==> config.mk <==
export PLATFORM = sky130hd
export DESIGN_NAME = pc_fetch_unit
export DESIGN_NICKNAME = d
export VERILOG_FILES = /design/src/rtl/riscv_pkg.sv /design/src/rtl/pc_redirect_sel.sv /design/src/rtl/pc_fetch_unit.sv
export SDC_FILE = /design/constraint.sdc
export NUM_CORES = 1
export LEC_CHECK = 0
export ABC_CLOCK_PERIOD_IN_PS = 4640
export CORE_ASPECT_RATIO = 0.9
export CORE_MARGIN = 8
export CORE_UTILIZATION = 48
export CTS_CLUSTER_SIZE = 30
export DETAILED_ROUTE_END_ITERATION = 10
export PLACE_DENSITY = 0.82
export SLEW_MARGIN = 20
export SYNTH_ARGS = -nofsm -noshare
export SYNTH_HDL_FRONTEND = slang
export SYNTH_HIERARCHICAL = 1
export SYNTH_SLANG_ARGS = --single-unit
==> constraint.sdc <==
create_clock -name clk -period 4.64 [get_ports clk]
set_input_delay 0.928 -clock clk [delete_from_list [all_inputs] [get_ports clk]]
set_output_delay 0.928 -clock clk [all_outputs]
set_load 0.05 [all_outputs]
==> src/rtl/riscv_pkg.sv <==
// Shared definitions for the RISC-V core front end: data width, reset
// vector and the fetch FSM state encoding.
package riscv_pkg;

    localparam int          XLEN     = 32;
    localparam logic [31:0] RESET_PC = 32'h0000_0000;

    // IDLE:  one cycle after reset release, nothing issued
    // FETCH: request may be raised / is being held for imem_ready
    // WAIT:  one request accepted, its response will be delivered
    // DROP:  one request accepted, its response is wrong-path and discarded
    typedef enum logic [1:0] {
        IDLE  = 2'd0,
        FETCH = 2'd1,
        WAIT  = 2'd2,
        DROP  = 2'd3
    } fetch_state_e;

endpackage

==> src/rtl/pc_redirect_sel.sv <==
// Redirect detection and target selection. A taken conditional branch
// belongs to an older instruction than a same-cycle jump, so it wins.
// The selected target is forced to word alignment.
module pc_redirect_sel #(
    parameter int XLEN = riscv_pkg::XLEN
) (
    input  logic            branch_valid,
    input  logic            branch,
    input  logic [XLEN-1:0] branch_target,
    input  logic            jump,
    input  logic [XLEN-1:0] jump_target,
    output logic            redirect,
    output logic [XLEN-1:0] target
);

    // Priority mux: taken branch over jump, then clear the byte offset
    always_comb begin
        redirect    = (branch_valid & branch) | jump;
        target      = (branch_valid & branch) ? branch_target : jump_target;
        target[1:0] = 2'b00;
    end

endmodule

==> src/rtl/pc_fetch_unit.sv <==
// Program counter and instruction fetch front end. Keeps at most one
// request outstanding to instruction memory, presents fetched words to
// decode and drops wrong-path responses after a branch/jump redirect.
//
// Handshakes: a request transfers on a rising edge where imem_req and
// imem_ready are both 1; once raised, imem_req and imem_addr stay stable
// until that edge (a redirect never retracts it). imem_rvalid has no
// backpressure. Toward decode, instr is consumed on an edge where
// instr_valid=1 and stall=0; with stall=1 it is held unchanged.
module pc_fetch_unit
    import riscv_pkg::*;
#(
    parameter int              XLEN     = riscv_pkg::XLEN,
    parameter logic [XLEN-1:0] RESET_PC = riscv_pkg::RESET_PC
) (
    input  logic            clk,
    input  logic            reset_n,
    input  logic            stall,
    input  logic            branch_valid,
    input  logic            branch,
    input  logic [XLEN-1:0] branch_target,
    input  logic            jump,
    input  logic [XLEN-1:0] jump_target,
    output logic            imem_req,
    output logic [XLEN-1:0] imem_addr,
    input  logic            imem_ready,
    input  logic            imem_rvalid,
    input  logic [XLEN-1:0] imem_rdata,
    output logic            instr_valid,
    output logic [XLEN-1:0] instr,
    output logic [XLEN-1:0] instr_pc,
    output logic            flush,
    output fetch_state_e    dbg_state
);

    fetch_state_e    state_q, state_d;
    logic [XLEN-1:0] pc_q, pc_d;              // next address to fetch
    logic [XLEN-1:0] req_addr_q, req_addr_d;  // address of the last issued request
    logic            req_hold_q, req_hold_d;  // request raised, not yet accepted
    logic            redir_pend_q, redir_pend_d; // redirect seen while request held
    logic            instr_valid_q, instr_valid_d;
    logic [XLEN-1:0] instr_q, instr_d;
    logic [XLEN-1:0] instr_pc_q, instr_pc_d;
    logic            flush_q, flush_d;

    logic            redirect;
    logic [XLEN-1:0] target;
    logic            accept;

    pc_redirect_sel #(.XLEN(XLEN)) u_redirect_sel (
        .branch_valid  (branch_valid),
        .branch        (branch),
        .branch_target (branch_target),
        .jump          (jump),
        .jump_target   (jump_target),
        .redirect      (redirect),
        .target        (target)
    );

    // State register: FSM state and all datapath registers
    always_ff @(posedge clk or negedge reset_n) begin
        if (!reset_n) begin
            state_q       <= IDLE;
            pc_q          <= RESET_PC;
            req_addr_q    <= RESET_PC;
            req_hold_q    <= 1'b0;
            redir_pend_q  <= 1'b0;
            instr_valid_q <= 1'b0;
            instr_q       <= '0;
            instr_pc_q    <= '0;
            flush_q       <= 1'b0;
        end else begin
            state_q       <= state_d;
            pc_q          <= pc_d;
            req_addr_q    <= req_addr_d;
            req_hold_q    <= req_hold_d;
            redir_pend_q  <= redir_pend_d;
            instr_valid_q <= instr_valid_d;
            instr_q       <= instr_d;
            instr_pc_q    <= instr_pc_d;
            flush_q       <= flush_d;
        end
    end

    // Next-state logic: transitions, response capture and redirect handling
    always_comb begin
        state_d       = state_q;
        pc_d          = pc_q;
        req_addr_d    = imem_req ? imem_addr : req_addr_q;
        req_hold_d    = imem_req & ~imem_ready;
        redir_pend_d  = redir_pend_q;
        instr_valid_d = instr_valid_q & stall;  // cleared once decode consumes it
        instr_d       = instr_q;
        instr_pc_d    = instr_pc_q;
        flush_d       = redirect;
        accept        = imem_req & imem_ready;

        case (state_q)
            IDLE: state_d = FETCH;
            FETCH: begin
                if (accept) begin
                    // Accepted request is wrong-path if a redirect arrived while it was up
                    state_d      = (redir_pend_q | redirect) ? DROP : WAIT;
                    redir_pend_d = 1'b0;
                end else if (imem_req && redirect) begin
                    redir_pend_d = 1'b1;
                end
            end
            WAIT: begin
                if (imem_rvalid) begin
                    state_d = FETCH;
                    if (!redirect) begin
                        instr_d       = imem_rdata;
                        instr_pc_d    = req_addr_q;
                        instr_valid_d = 1'b1;
                        pc_d          = pc_q + XLEN'(4);
                    end
                end else if (redirect) begin
                    state_d = DROP;
                end
            end
            DROP: begin
                if (imem_rvalid) state_d = FETCH;
            end
            default: state_d = IDLE;
        endcase

        if (redirect) begin
            pc_d          = target;
            instr_valid_d = 1'b0;
        end
    end

    // Output logic: request generation and registered outputs
    always_comb begin
        imem_req    = (state_q == FETCH) & (req_hold_q | ~instr_valid_q | ~stall);
        imem_addr   = req_hold_q ? req_addr_q : pc_q;
        instr_valid = instr_valid_q;
        instr       = instr_q;
        instr_pc    = instr_pc_q;
        flush       = flush_q;
        dbg_state   = state_q;
    end

endmodule
# Yosys cells after proc, flatten, opt, wreduce, memory -nomap -nowiden
# Cells that the tools add are included.
# op_classes
add_sub_neg,1
eq_ne,6
n_mux,16
bitwise,13
reduce_logical,9
# op_table
cell,n
$mux W32,5
$add A32 B3 Y32 const B,1
$mux W2,4
$pmux W2 S4,1
$mux W1,6
$reduce_and A3 Y1,2
$reduce_bool A2 Y1,3
$and A1 B1 Y1,5
$eq A2 B2 Y1 const B,2
$ne A2 B2 Y1 const B,2
$not A1 Y1,4
$or A1 B1 Y1,4
$reduce_and A2 Y1,2
$ne A3 B3 Y1 const B,1
$eq A2 B1 Y1 const B,1
$logic_not A2 Y1,1
$logic_and A1 B1 Y1,1
# totals
ff_bits,134
output_inout_bits,101
wordCells,54

# Depth between registers and ports, before layout
# Gate-level depths: netlist (run 1).
# logic_depth
word_depth,7
mapped_depth,8
depth_no_buf,6

# Modules after synthesis
# Netlist (run 1), hierarchy kept.
# modules_own_cells
module,instances,cells_per_inst,area_per_inst_um2,seq_area_each_um2
pc_fetch_unit,1,481,6039.5,3353.2
pc_redirect_sel,1,38,511.7,0.0

# Least setup slack after synthesis (run 1)
# No wires, ideal clock.
# synth_timing
path_kind,input to output
startpoint,in stall
endpoint,out imem_req
arrival_time_ns,2.084
required_ns,3.712
slack_ns,1.628
stages,4
path_buffers,2
cell_sequence,nand2_1 -> o21a_1 -> clkbuf_1 -> clkbuf_1
# synth_between
elab_chain_cells,3
# synth_rtl
item,line_no,text
"start, declared",pc_fetch_unit.sv:18,"input logic stall,"
$not A1 Y1,pc_fetch_unit.sv:136,imem_req = (state_q == FETCH) & (req_hold_q | ~instr_valid_q | ~stall);
$or A1 B1 Y1,pc_fetch_unit.sv:136,
$and A1 B1 Y1,pc_fetch_unit.sv:136,
"end, declared",pc_fetch_unit.sv:24,"output logic imem_req,"
# Every way passes these cells.

# Final worst setup path (run 1)
# layout_timing
startpoint,reg req_hold_q
endpoint,out imem_addr[18]
# layout_between
elab_chain_cells,1
# layout_rtl
item,line_no,text
"start, declared",pc_fetch_unit.sv:39,"logic req_hold_q, req_hold_d;"
"start signal, assigned",pc_fetch_unit.sv:76,req_hold_q <= req_hold_d;
$mux W32,pc_fetch_unit.sv:137,imem_addr = req_hold_q ? req_addr_q : pc_q;
"end, declared",pc_fetch_unit.sv:25,"output logic [XLEN-1:0] imem_addr,"
# Every way passes these cells.

==> impl_metrics.yaml, run 1 <==
status:
  status: "finished, final reports clean"
global_route:
  grt_pass1_wl_mm: 28.9
  antenna_found_initial: 0
  grt_busiest_layer: "met2"
  grtUsageMet1_pct: 25.0
  grt_max_degree: 113
  gr-total-overflow: 0
  grt_use_total_pct: 20.8
  met3_usage_pct: 6.60
  grt.met2_usage_pct: 34.7
  grt_pass1_vias: 5366
routing:
  wirelength_mm: 17.9
  routedWlPerCell_um: 20.1
  drc: 0
  vias_per_cell: 5.56
  first_pass_iters: 4
  dr_total_vias: 4948
  drt_first_iter_violations: 399
  drtAntennaViolNets: 0
worst_setup_path:
  crit_fanout: 21
  critPathTopFamily: "buffers and inverters"
  worstPathCellList: "buf_4 -> mux2_2 -> clkdlybuf4s50_1"
  end_kind: "primary output"
  worst-path-stages: 3
  reg2regPathDepth: 6
  worstSetupPathType: "register to primary output"
  setup.worst_path.end: "imem_addr[18]"
  cp_slowest_cell: "dfrtp_1"
  rrSetupSlack_ns: 2.08
  cp.arrival_ns: 2.82
  r2r_end: "pc_q[30]"
  crit_buf_inv: 2
  startpoint_type: "register"
  required_ns: 3.71
  worstSetupStartpoint: "req_hold_q"
  r2r-start: "dbg_state[0]"
  cpPeakStageDelay_ns: 0.84
power:
  seq_power_share_pct: 28.8
  powerDensity_nw_per_um2: 728
  p_switching_w: 0.00284
  p_sw_share_pct: 41.9
  power_frac_comb_pct: 49.1
  pwr-share-clk_pct: 22.1
  p_leak_nw: 3.95
  max-vdd-ir-drop_mv: 0.472
  p_int_w: 0.00394
timing:
  max_slew_margin_pct: 38.5
  fmax_mhz: 267
  worst_slack_ns: 0.890
  period_needed_ns: 3.75
  finalCritPeriodShare_pct: 80.8
  finalSetupViolCount: 0
  hold_viol: 0
  hold_ws_ns: 0.501
  report.final.slew_viol_count: 0
  worst_pin_slew_ns: 0.921
  fin_tns_setup_ns: 0
  clock_skew_ns: 0.0114
  rsz0062_at_grt: "no"
clock_tree:
  cts_buffer_depth: 2
  clk_latency_ns: 0.42
  numCtsBuffers: 17
  postCtsSetupBuffers: 0
  ctsHoldBuffers: 0
  clkSlewWorstSetupHoldPaths_ns: 0.06
  cts-htree-levels: 4
  cts_root_buf: "clkbuf_16"
  cts_sinks: 134
  cts_tree: "built"
  cts-resized-gates: 0
synthesis:
  synthArstFlopShare_pct: 100
  avgSynthCellArea_sq_um: 12.6
  ys.warnings.count: 6
  synthDistinctLibCells: 39
  synth_cells: 519
  synth_edf_count: 0
  synth_seq_area_share_pct: 51.2
  ys_ff_latch: 134
  yosysTopAreaCell: "dfrtp_1"
  synthTopCellsByArea: "dfrtp_1 (51%), mux2_2 (22%), mux2_4 (6.6%), or4_1 (2.4%), nand2_1 (2.0%)"
  netlist_area_sq_um: 6550
  synth_top_cell_area_share_pct: 51.2
  ys.flop_type: "dfrtp_1"
floorplan:
  core_area_sq_um: 13400
  die_w_um: 139
  rows: 40
  initial_utilization_pct: 49.0
  die_y_um: 127
  ioPinCount: 205
  die_area_sq_um: 17600
final_layout:
  diodes: 0
  post-route-util_pct: 69.7
  area_growth_pct: 42.1
  stdcell_count: 890
  drive_gt1_share_pct: 27.7
  nNetsFinal: 817
hold_path:
  min_path_type: "register to register"
  min-delay-start: "instr_pc[30]"
place:
  post-place-ws_ns: 1.24
  dp.cells: 858
  place.gp.congestion: 0.832
  hpwl_mm: 12.8
  io_buffers: 200
job:
  max_cap_violations: 0
==> routing by layer <==
| layer | vias up | routed length (um) |
|---|---|---|
| li1 | 2278 | - |
| met1 | 2463 | 7730 |
| met2 | 190 | 8660 |
| met3 | 17 | 1290 |
| met4 | 0 | 211 |
| met5 | - | 0 |
==> through the flow <==
| stage | power (W) | instance area, sq um |
|---|---|---|
| 2_1_floorplan | 0.00414 | 6560 |
| 3_3_place_gp | 0.00520 | 8640 |
| 3_5_place_dp | 0.00532 | 8640 |
| 4_1_cts | 0.00684 | 9310 |
| 5_1_grt | 0.00708 | 9310 |
| 6_report | 0.00678 | 9310 |
==> cells by family (layout without fill, tap and decap cells) <==
family	count (synthesis)	count (layout)	share of synthesized area (%)
other cells	1	2	0.0572
flops	134	134	51.2
compound gates	56	56	5.37
buf+inv	42	244	3.06
simple gates	110	110	8.84
mux	160	160	29.1
fa+ha+maj	4	4	0.764
xor+xnor	12	12	1.60
==> power by group through the flow <==
stage                     Sequential (W)  Combinational [W]  Clock (W)
final                            0.00195            0.00333    0.00150
after global routing             0.00201            0.00349    0.00158
after CTS                        0.00196            0.00337    0.00152
after detailed placement         0.00197            0.00335          0
after global placement           0.00192            0.00328          0
after floorplan                  0.00284            0.00130          0
==> final cells by class <==
type                            instances  area [sq um]
Timing Repair Buffer                  205          2040
Tap cell                              168           210
Clock buffer                           21           470
Inverter                                7          26.3
Clock inverter                         11           195
Sequential cell                       134          3350
Fill cell                             950          4050
Multi-Input combinational cell        344          3010
==> registers in the layout, indices dropped and copies added (netlist names), 2 cells and up <==
name and flops:
dbg_state 2, pc_q 32, instr_pc 32, instr 32
req_addr_q 32
==> worst min-delay path by stage <==
stage	slack [ns]	end	cells past startpoint
finish	0.50	instr_pc[30]	1
global route	0.51	instr_pc[0]	1
CTS	0.50	instr[22]	1
detailed placement	0.49	instr[22]	1
global placement	0.49	instr[13]	1
floorplan	0.48	pc_q[0]	1
==> cells in the mapped netlist, types with 3 or more instances <==
master / n
clkbuf_1: 22
mux2_2: 129
xor2_1: 5
buf_4: 3
o211ai_1: 4
a31oi_1: 12
nor4_1: 4
o21ai_0: 19
mux2_4: 29
nor2_1: 14
buf_6: 4
xnor2_1: 7
or4_1: 21
o31ai_1: 11
dfrtp_1: 134
ha_1: 4
nand3_1: 13
a21oi_1: 4
buf_1: 5
nand4_1: 8
nand2_1: 35
inv_1: 7
==> layout by cell type (no fill, tap or decap), types with 5 or more instances in the layout <==
cell type,synthesis,layout
buf_4,3,5
xor2_1,5,5
nand3_1,13,13
mux2_4,29,29
or4_1,21,21
nand4_1,8,8
o21ai_0,19,19
o31ai_1,11,11
inv_1,7,7
nand2_1,35,34
nor2_1,14,14
clkdlybuf4s50_1,0,199
bufinv_16,0,5
dfrtp_1,134,134
clkbuf_16,0,17
xnor2_1,7,7
a31oi_1,12,12
mux2_2,129,129
Power figures use the tool's default switching activity.
==> inputs of run 2 (changes only) <==
ABC_CLOCK_PERIOD_IN_PS = 3330   (was 4640)
CORE_UTILIZATION = 43   (was 48)
PLACE_DENSITY = 0.78   (was 0.82)
clock period = 3.33 ns   (was 4.64 ns; I/O delays follow)
==> impl_metrics.yaml, run 2 (synthesis gave the netlist of run 1 again) <==
status:
  status: "finished, final reports clean"
clock_tree:
  numCtsBuffers: 17
  postCtsSetupBuffers: 0
  ctsHoldBuffers: 0
  cts_sinks: 134
  cts-resized-gates: 0
  cts_tree: "built"
  cts_root_buf: "clkbuf_16"
  clk_latency_ns: 0.41
  cts_buffer_depth: 2
  clkSlewWorstSetupHoldPaths_ns: 0.06
  cts-htree-levels: 4
timing:
  finalSetupViolCount: 0
  finalCritPeriodShare_pct: 76.5
  clock_skew_ns: 0.00546
  max_slew_margin_pct: 44.8
  report.final.slew_viol_count: 0
  fin_tns_setup_ns: 0
  hold_viol: 0
  period_needed_ns: 2.55
  rsz0062_at_grt: "no"
  worst_pin_slew_ns: 0.828
  fmax_mhz: 393
  hold_ws_ns: 0.335
power:
  p_leak_nw: 3.98
  max-vdd-ir-drop_mv: 0.635
  powerDensity_nw_per_um2: 986
routing:
  drtAntennaViolNets: 0
  wirelength_mm: 16.8
  first_pass_iters: 5
  dr_total_vias: 4898
  drc: 0
  vias_per_cell: 5.30
  drt_first_iter_violations: 298
  routedWlPerCell_um: 18.2
final_layout:
  final_cell_mix: "clkdlybuf4s50_1 (166), dfrtp_1 (134), mux2_2 (129)"
  stdcell_count: 924
  drive_gt1_share_pct: 32.4
  nNetsFinal: 821
  mostFrequentLayoutCell: "clkdlybuf4s50_1"
  diodes: 0
  area_growth_pct: 41.1
worst_setup_path:
  worstSetupPathType: "input pin to register"
  crit_fanout: 8
  r2r-start: "dbg_state[0]"
  cpPeakStageDelay_ns: 0.66
  end_kind: "register"
  r2r_end: "pc_q[28]"
  cp.arrival_ns: 2.88
  reg2regPathDepth: 6
  worstPathCellList: "clkdlybuf4s50_1 -> nand4_1 -> or4_1 -> or4_1 -> a31oi_1"
  cpMostUsedCell: "or4_1"
  startpoint_type: "input pin"
  required_ns: 3.66
  rrSetupSlack_ns: 0.85
  cp_slowest_cell: "or4_1"
floorplan:
  die_area_sq_um: 19400
  rows: 42
  core_area_sq_um: 14800
  die_w_um: 146
  initial_utilization_pct: 44.2
  die_y_um: 133
  ioPinCount: 205
hold_path:
  min_path_type: "input pin to async pin"
place:
  dp.cells: 892
  place.gp.congestion: 0.836
  io_buffers: 200
  hpwl_mm: 12.6
global_route:
  gr-total-overflow: 0
  grt_use_total_pct: 17.6
  grt_pass1_vias: 5284
  grt_pass1_wl_mm: 27.7
  antenna_found_initial: 0
  grt_max_degree: 90
job:
  max_cap_violations: 0
run 2: cell types whose count changed in the layout (fill, tap and decap cells not counted), moves of 2 or more:
cell	delta
buf_12	+3
buf_4	+34
bufinv_16	-3
clkbuf_1	+2
clkdlybuf4s50_1	-33
clkinv_2	+4
run 2: layout make-up:
cell class / instances / area, sq um
repair buffers: 209 / 2030
inverters: 7 / 26.3
well taps: 198 / 248
multi-input cells: 344 / 3010
flip-flops and latches: 134 / 3350
fillers: 1133 / 5580
clock buffers: 23 / 478
clock inverters: 9 / 100
run 2: routing by layer:
metal  up-vias  wire length, um  global-route usage [%]
li1       2281                -                       -
met1      2382             7210                    21.3
met2       209             8110                    28.9
met3        26             1160                    5.59
met4         0              332                    6.92
met5         -                0                       0
run 2: through the flow:
stage	area [sq um]	power, W	utilization (%)	setup slack, ns
2_1_floorplan	6560	0.00577	-	0.647
3_3_place_gp	8660	0.00723	58.5	0.450
3_5_place_dp	8660	0.00738	58.5	0.401
4_1_cts	9240	0.00921	62.4	0.819
5_1_grt	9240	0.00955	62.4	0.722
6_report	9240	0.00911	62.4	0.782
run 2: power by group:
group / leakage (nW) / total [W] / internal, W / switching (W)
Combinational: 2.05 / 0.00463 / 0.00181 / 0.00282
Clock: 0.283 / 0.00181 / 0.00115 / 0.000653
Sequential: 1.64 / 0.00268 / 0.00227 / 0.000404
Total: 3.98 / 0.00911 / 0.00524 / 0.00388
run 2: worst max path at each step:
stage                            start        to  slack (ns)  depth (start not counted)
after CTS                  imem_rvalid  pc_q[28]        0.82                          5
after floorplan           dbg_state[0]  imem_req        0.65                          4
after detailed placement   imem_rvalid  pc_q[28]        0.40                          5
final                      imem_rvalid  pc_q[28]        0.78                          5
after global placement     imem_rvalid  pc_q[30]        0.45                          5
after global routing       imem_rvalid  pc_q[28]        0.72                          5
run 2: worst max-delay path, delay by kind of cell:
| family | cells | cell delay [ns] |
|---|---|---|
| buf+inv | 1 | 0.63 |
| simple gates | 3 | 1.40 |
| compound gates | 1 | 0.18 |
==> variant 1: new RTL, flow settings as in run 2 <==
`instr_q` and `instr_pc_q` no longer have a reset.
--- a/src/rtl/pc_fetch_unit.sv
+++ b/src/rtl/pc_fetch_unit.sv
@@ -67,6 +67,4 @@
             redir_pend_q  <= 1'b0;
             instr_valid_q <= 1'b0;
-            instr_q       <= '0;
-            instr_pc_q    <= '0;
             flush_q       <= 1'b0;
         end else begin
@@ -77,8 +75,11 @@
             redir_pend_q  <= redir_pend_d;
             instr_valid_q <= instr_valid_d;
-            instr_q       <= instr_d;
-            instr_pc_q    <= instr_pc_d;
             flush_q       <= flush_d;
         end
+    end
+
+    always_ff @(posedge clk) begin
+        instr_q    <= instr_d;
+        instr_pc_q <= instr_pc_d;
     end
 
Check against the original RTL: differs if reset_n is asserted again (counterexample within 4 cycles, from zero or initial values and one cycle with reset_n low); with reset_n held inactive, the same outputs for 4 cycles.
==> variant 1 against run 2 <==
  * Non-clock buffer count stayed put
  * Setup slack worse by 0.64 ns
  * Die area is 6.0% lower
  * Design area is 3.6% lower
  * Worst hold slack better by 0.047 ns
  * Via count is 7.7% lower
  * Routed wire length is 3.0% lower
  * Sequential share of layout area is 5.0 points higher
  * Synthesized cell count is 15% lower
  * Clock skew hardly changed
  * Synthesized area is 6.8% lower
  * First-iteration DRC count is 14% lower
  * Sequential cell count stayed put
  * Largest cell class unchanged
Power is not compared: it rests on default switching activity, and its combinational part moved more than twofold at a synthesized area within 25%.
==> variant 1: results (changes against run 2) <==
[drt]
wirelength_um = 16300  ; was 16,800 µm
via_per_inst = 5.30  ; about the same
met2_wirelength_um = 7630  ; was 8110 µm
firstDrtPassIters = 4  ; was 5
drt_iter0_drc = 256  ; was 298
drt-wirelength-per-cell_um = 19.1  ; was 18.2 µm
highest_layer = met4  ; unchanged
wl_met1_um = 6960  ; was 7210 µm
wl_met3_um = 1510  ; was 1160 µm

[final_layout]
drive_above_1_share = 0.220  ; was 0.324
nonClkBufAreaFrac = 0.236  ; was 0.219
fill_cells = 1058  ; was 1,133
regArea_um2 = 3670  ; was 3350 µm²
clockBufferCount = 19  ; was 23
finalNetCount = 755  ; was 821
num-nonclk-buffers = 209  ; unchanged
multi_input_cells = 278  ; was 344
clockNetworkAreaShare = 0.0652  ; was 0.0626
multi_input_area_share = 0.256  ; was 0.326

[yosys]
async_flop_share = 0.522  ; was 1.00
syn_inst = 443  ; was 519
synth_edf_count = 64  ; was 0
synthXorXnorAreaFrac = 0.0143  ; was 0.0160
synthAdderAreaFrac = 0.00820  ; was 0.00764
ys_top_cells_by_area = edfxtp_1 (31%), dfrtp_1 (29%), mux2_2 (12%)  ; was dfrtp_1 (51%), mux2_2 (22%), mux2_4 (6.6%)
synth_warnings = 6  ; unchanged
netlist-cell-type-count = 42  ; was 39
synthTopCellsByCount = dfrtp_1 (70), mux2_2 (65), edfxtp_1 (64), mux2_4 (29), nand2_1 (28)  ; was dfrtp_1 (134), mux2_2 (129), nand2_1 (35), mux2_4 (29), clkbuf_1 (22)
synth_compound_area_frac = 0.0592  ; was 0.0537
synthMuxAreaShare = 0.195  ; was 0.291
synth-seq-area-share = 0.602  ; was 0.512

[timing]
clock_skew_ns = 0.00583  ; was 0.00546 ns
slew_headroom = 0.378  ; was 0.448
whs_ns = 0.381  ; was 0.335 ns

[global_routing]
grt_pass1_wl_um = 25400  ; was 27,700 µm
grt_use_total = 0.180  ; was 0.176
antenna_found_initial = 0  ; unchanged
met2_usage = 0.288  ; was 0.289
grt_pass1_vias = 4695  ; was 5,284
grtUsageMet1 = 0.219  ; was 0.213
grt_start_max_net_pins = 71  ; was 90
met3_usage = 0.0732  ; was 0.0559

[critical_path]
path_delay_family = flip-flops  ; was simple AND/OR/NAND/NOR gates
slowest_delay_ns = 0.92  ; was 0.66 ns
slowest_stage = dfrtp_2  ; was or4_1
arrival_ns = 2.52  ; was 2.88 ns
crit_path_max_fanout = 37  ; was 8

[placed_design]
gp_congestion = 0.782  ; was 0.836
place_hpwl_um = 11900  ; was 12,600 µm
dpl.cell_count = 821  ; was 892
portBuffers = 200  ; unchanged

[cts]
clk-insertion-delay-late_ns = 0.42
cts_sinks = 134  ; unchanged

[status]
outcome = finished clean  ; unchanged

[floorplan]
dieArea_um2 = 18300  ; was 19,400 µm²

[power_and_ir_drop]
power_switching_uw = 2250
p_comb_uw = 2270

==> variant 1: changes by cell type after synthesis, sizes merged, moves of 4 or more <==
cell,run 2,this run
mux2,158,94
edfxtp,0,64
dfrtp,134,70
or3,3,7
clkbuf,22,12
nor2,14,19
nand2,37,30
a31oi,12,16
==> variant 1: path summary, 6_finish.rpt <==
| path | startpoint | endpoint | slack, ns | cells past startpoint |
|---|---|---|---|---|
| min reg2reg | req_addr_q[2] | instr_pc[2] | 0.46 | 0 |
| max in group asynchronous | reset_n | req_hold_q | 2.30 | 1 |
| max reg2reg | dbg_state[0] | pc_q[29] | 0.90 | 6 |
| max | req_hold_q | imem_addr[18] | 0.14 | 2 |
| min in group clk | req_addr_q[2] | instr_pc[2] | 0.46 | 0 |
| min | reset_n | req_addr_q[28] | 0.38 | 1 |
==> variant 1: metrics by stage <==
step                cell area, µm²  setup slack, ns
floorplan                     6120            0.531
global placement              8330            0.529
detailed placement            8330            0.465
CTS                           8910            0.120
global route                  8910           0.0447
finish                        8910            0.142
==> variant 2: new RTL, flow settings as in run 2 <==
Made on the original files. Set the package constant `XLEN` to 64 (it was 32).
--- a/src/rtl/riscv_pkg.sv
+++ b/src/rtl/riscv_pkg.sv
@@ -3,5 +3,5 @@
 package riscv_pkg;
 
-    localparam int          XLEN     = 32;
+    localparam int          XLEN     = 64;
     localparam logic [31:0] RESET_PC = 32'h0000_0000;
 
Interface: changed (6 resized); port bits go from 205 to 397. No check against the original RTL was run, so the function may have changed too.
==> variant 2 against run 2 <==
  * Synthesized area grew 95%
  * Routed wire length grew 130%
  * Sequential power grew 97%
  * Critical path type is now reg -> out
  * Synthesized cell count grew 97%
  * Largest power group unchanged
  * Total power grew 94%
  * Design area grew 96%
  * Setup slack lost 0.52 ns
  * Highest routed layer unchanged
  * Largest cell class unchanged
  * Sequential cell count grew 128
  * Sequential share of layout area shrank 0.16 points
  * First-iteration DRC count grew 110%
  * Via count grew 98%
==> variant 2: results (changes against run 2) <==
[yosys]
ys_top_cells_by_area = dfrtp_1 (51%), mux2_2 (28%), o21ai_0 (2.0%)  ; was dfrtp_1 (51%), mux2_2 (22%), mux2_4 (6.6%)
synth-seq-area-share = 0.513  ; was 0.512
async_flop_share = 1.00  ; unchanged
syn_inst = 1020  ; was 519
synth_warnings = 6  ; unchanged
synthTopCellsByCount = mux2_2 (313), dfrtp_1 (262), nand2_1 (65), o21ai_0 (50), clkbuf_1 (36)  ; was dfrtp_1 (134), mux2_2 (129), nand2_1 (35), mux2_4 (29), clkbuf_1 (22)
netlist-cell-type-count = 50  ; was 39
synthFlopType = dfrtp_1  ; unchanged

[final_layout]
drive_above_1_share = 0.283  ; was 0.324
finalNetCount = 1615  ; was 821
fin_cells = 1834  ; was 924

[flow_run]
cap_violations = 0  ; unchanged

[status]
outcome = finished clean  ; unchanged

[critical_path]
arrival_ns = 2.40  ; was 2.88 ns
crit_path_max_fanout = 13  ; was 8

[cts]
cts_max_level = 1  ; was 4
path_clk_slew_ns = 0.06  ; about the same
clk-insertion-delay-late_ns = 0.54  ; was 0.41 ns
clockRootBuffer = clkbuf_16  ; unchanged
clockBufferDepth = 3  ; was 2
numCtsBuffers = 28  ; was 17

[timing]
slew_headroom = 0.501  ; was 0.448
clock_skew_ns = 0.0112  ; was 0.00546 ns

[drt]
drt_iter0_drc = 626  ; was 298
wirelength_um = 38200  ; was 16,800 µm
via_per_inst = 5.28  ; was 5.30
firstDrtPassIters = 5  ; unchanged

[min_path]
hold_class = in -> async  ; unchanged

[placed_design]
portBuffers = 392  ; was 200
place_hpwl_um = 28000  ; was 12,600 µm
gp_congestion = 0.806  ; was 0.836

[global_routing]
grt_start_max_net_pins = 129  ; was 90
antenna_found_initial = 2  ; was 0
grt_pass1_vias = 10300  ; was 5,284
grt_pass1_wl_um = 60300  ; was 27,700 µm
grt_use_total = 0.212  ; was 0.176

[power_and_ir_drop]
p_leak_uw = 0.00758  ; was 0.00398 µW
peakVddDrop_v = 0.000668  ; was 0.000635 V

## variant 2: cell count changes after synthesis, sizes merged, moves of 11 or more
cell | before | now
mux2 | 158 | 318
o21ai | 19 | 52
or4 | 21 | 10
nor2 | 14 | 30
clkbuf | 22 | 42
xor2 | 5 | 25
nand3 | 13 | 31
dfrtp | 134 | 262
nand2 | 37 | 66
nand4 | 8 | 30
## variant 2: per-layer routing
| metal | global-route usage | up-vias | wire length [µm] |
|---|---|---|---|
| li1 | - | 4494 | - |
| met4 | 0.0540 | 0 | 872 |
| met2 | 0.351 | 321 | 18600 |
| met3 | 0.0452 | 55 | 2510 |
| met5 | 0 | - | 0 |
| met1 | 0.278 | 4809 | 16200 |
## variant 2: worst paths after layout
kind,from,to,slack [ns],cells past startpoint
min in group clk,instr[60],instr[60],0.50,1
min,reset_n,instr[9],0.1,1
max in group asynchronous,reset_n,pc_q[34],2.41,2
max,req_hold_q,imem_addr[37],0.27,3
min reg2reg,instr[60],instr[60],0.50,1
max reg2reg,pc_q[18],pc_q[51],0.85,6
## variant 2: layout make-up
type / count / area, µm²
flip-flops and latches: 262 / 6560
clock inverters: 9 / 104
inverters: 10 / 37.5
fillers: 2372 / 11400
multi-input cells: 693 / 5920
well taps: 403 / 504
clock buffers: 39 / 803
repair buffers: 416 / 4220
diodes: 2 / 5.00
## variant 2: kinds of logic after synthesis
| family | Yosys count | share of synthesized area |
|---|---|---|
| AO/OA/AOI/OAI | 89 | 0.0403 |
| XOR/XNOR | 38 | 0.0261 |
| adder cells (fa/ha/maj) | 4 | 0.00392 |
| buffers and inverters | 66 | 0.0249 |
| flip-flops | 262 | 0.513 |
| multiplexers | 326 | 0.288 |
| other | 1 | 0.000294 |
| AND/OR/NAND/NOR | 234 | 0.103 |
## variant 2: where the power goes
| part | internal [µW] | switching [µW] | total, µW |
|---|---|---|---|
| Clock | 1830 | 1260 | 3090 |
| Sequential | 4460 | 819 | 5280 |
| Combinational | 3630 | 5650 | 9270 |
| Total | 9910 | 7730 | 17600 |
## variant 2: repair_timing
item,in CTS,in global routing
setup buffers,1,3
pin swaps,0,0
gates cloned,0,0
gates resized for setup,0,7
setup endpoints to repair,35,17
## variant 2: worst max-delay path: stages (launching register included)
cell and delay [ns]:
dfrtp_4 0.54, buf_4 0.22, o21ai_0 0.22, clkdlybuf4s50_1 0.88
## variant 2: stage by stage
step	utilization	area [µm²]	power, µW	worst slack [ns]
final	0.614	18200	17600	0.267
after global routing	0.614	18200	18400	0.160
after CTS	0.612	18100	17800	0.0190
after detailed placement	0.581	17200	14600	0.267
after global placement	0.581	17200	14400	0.351
after floorplan	-	12800	11300	0.520
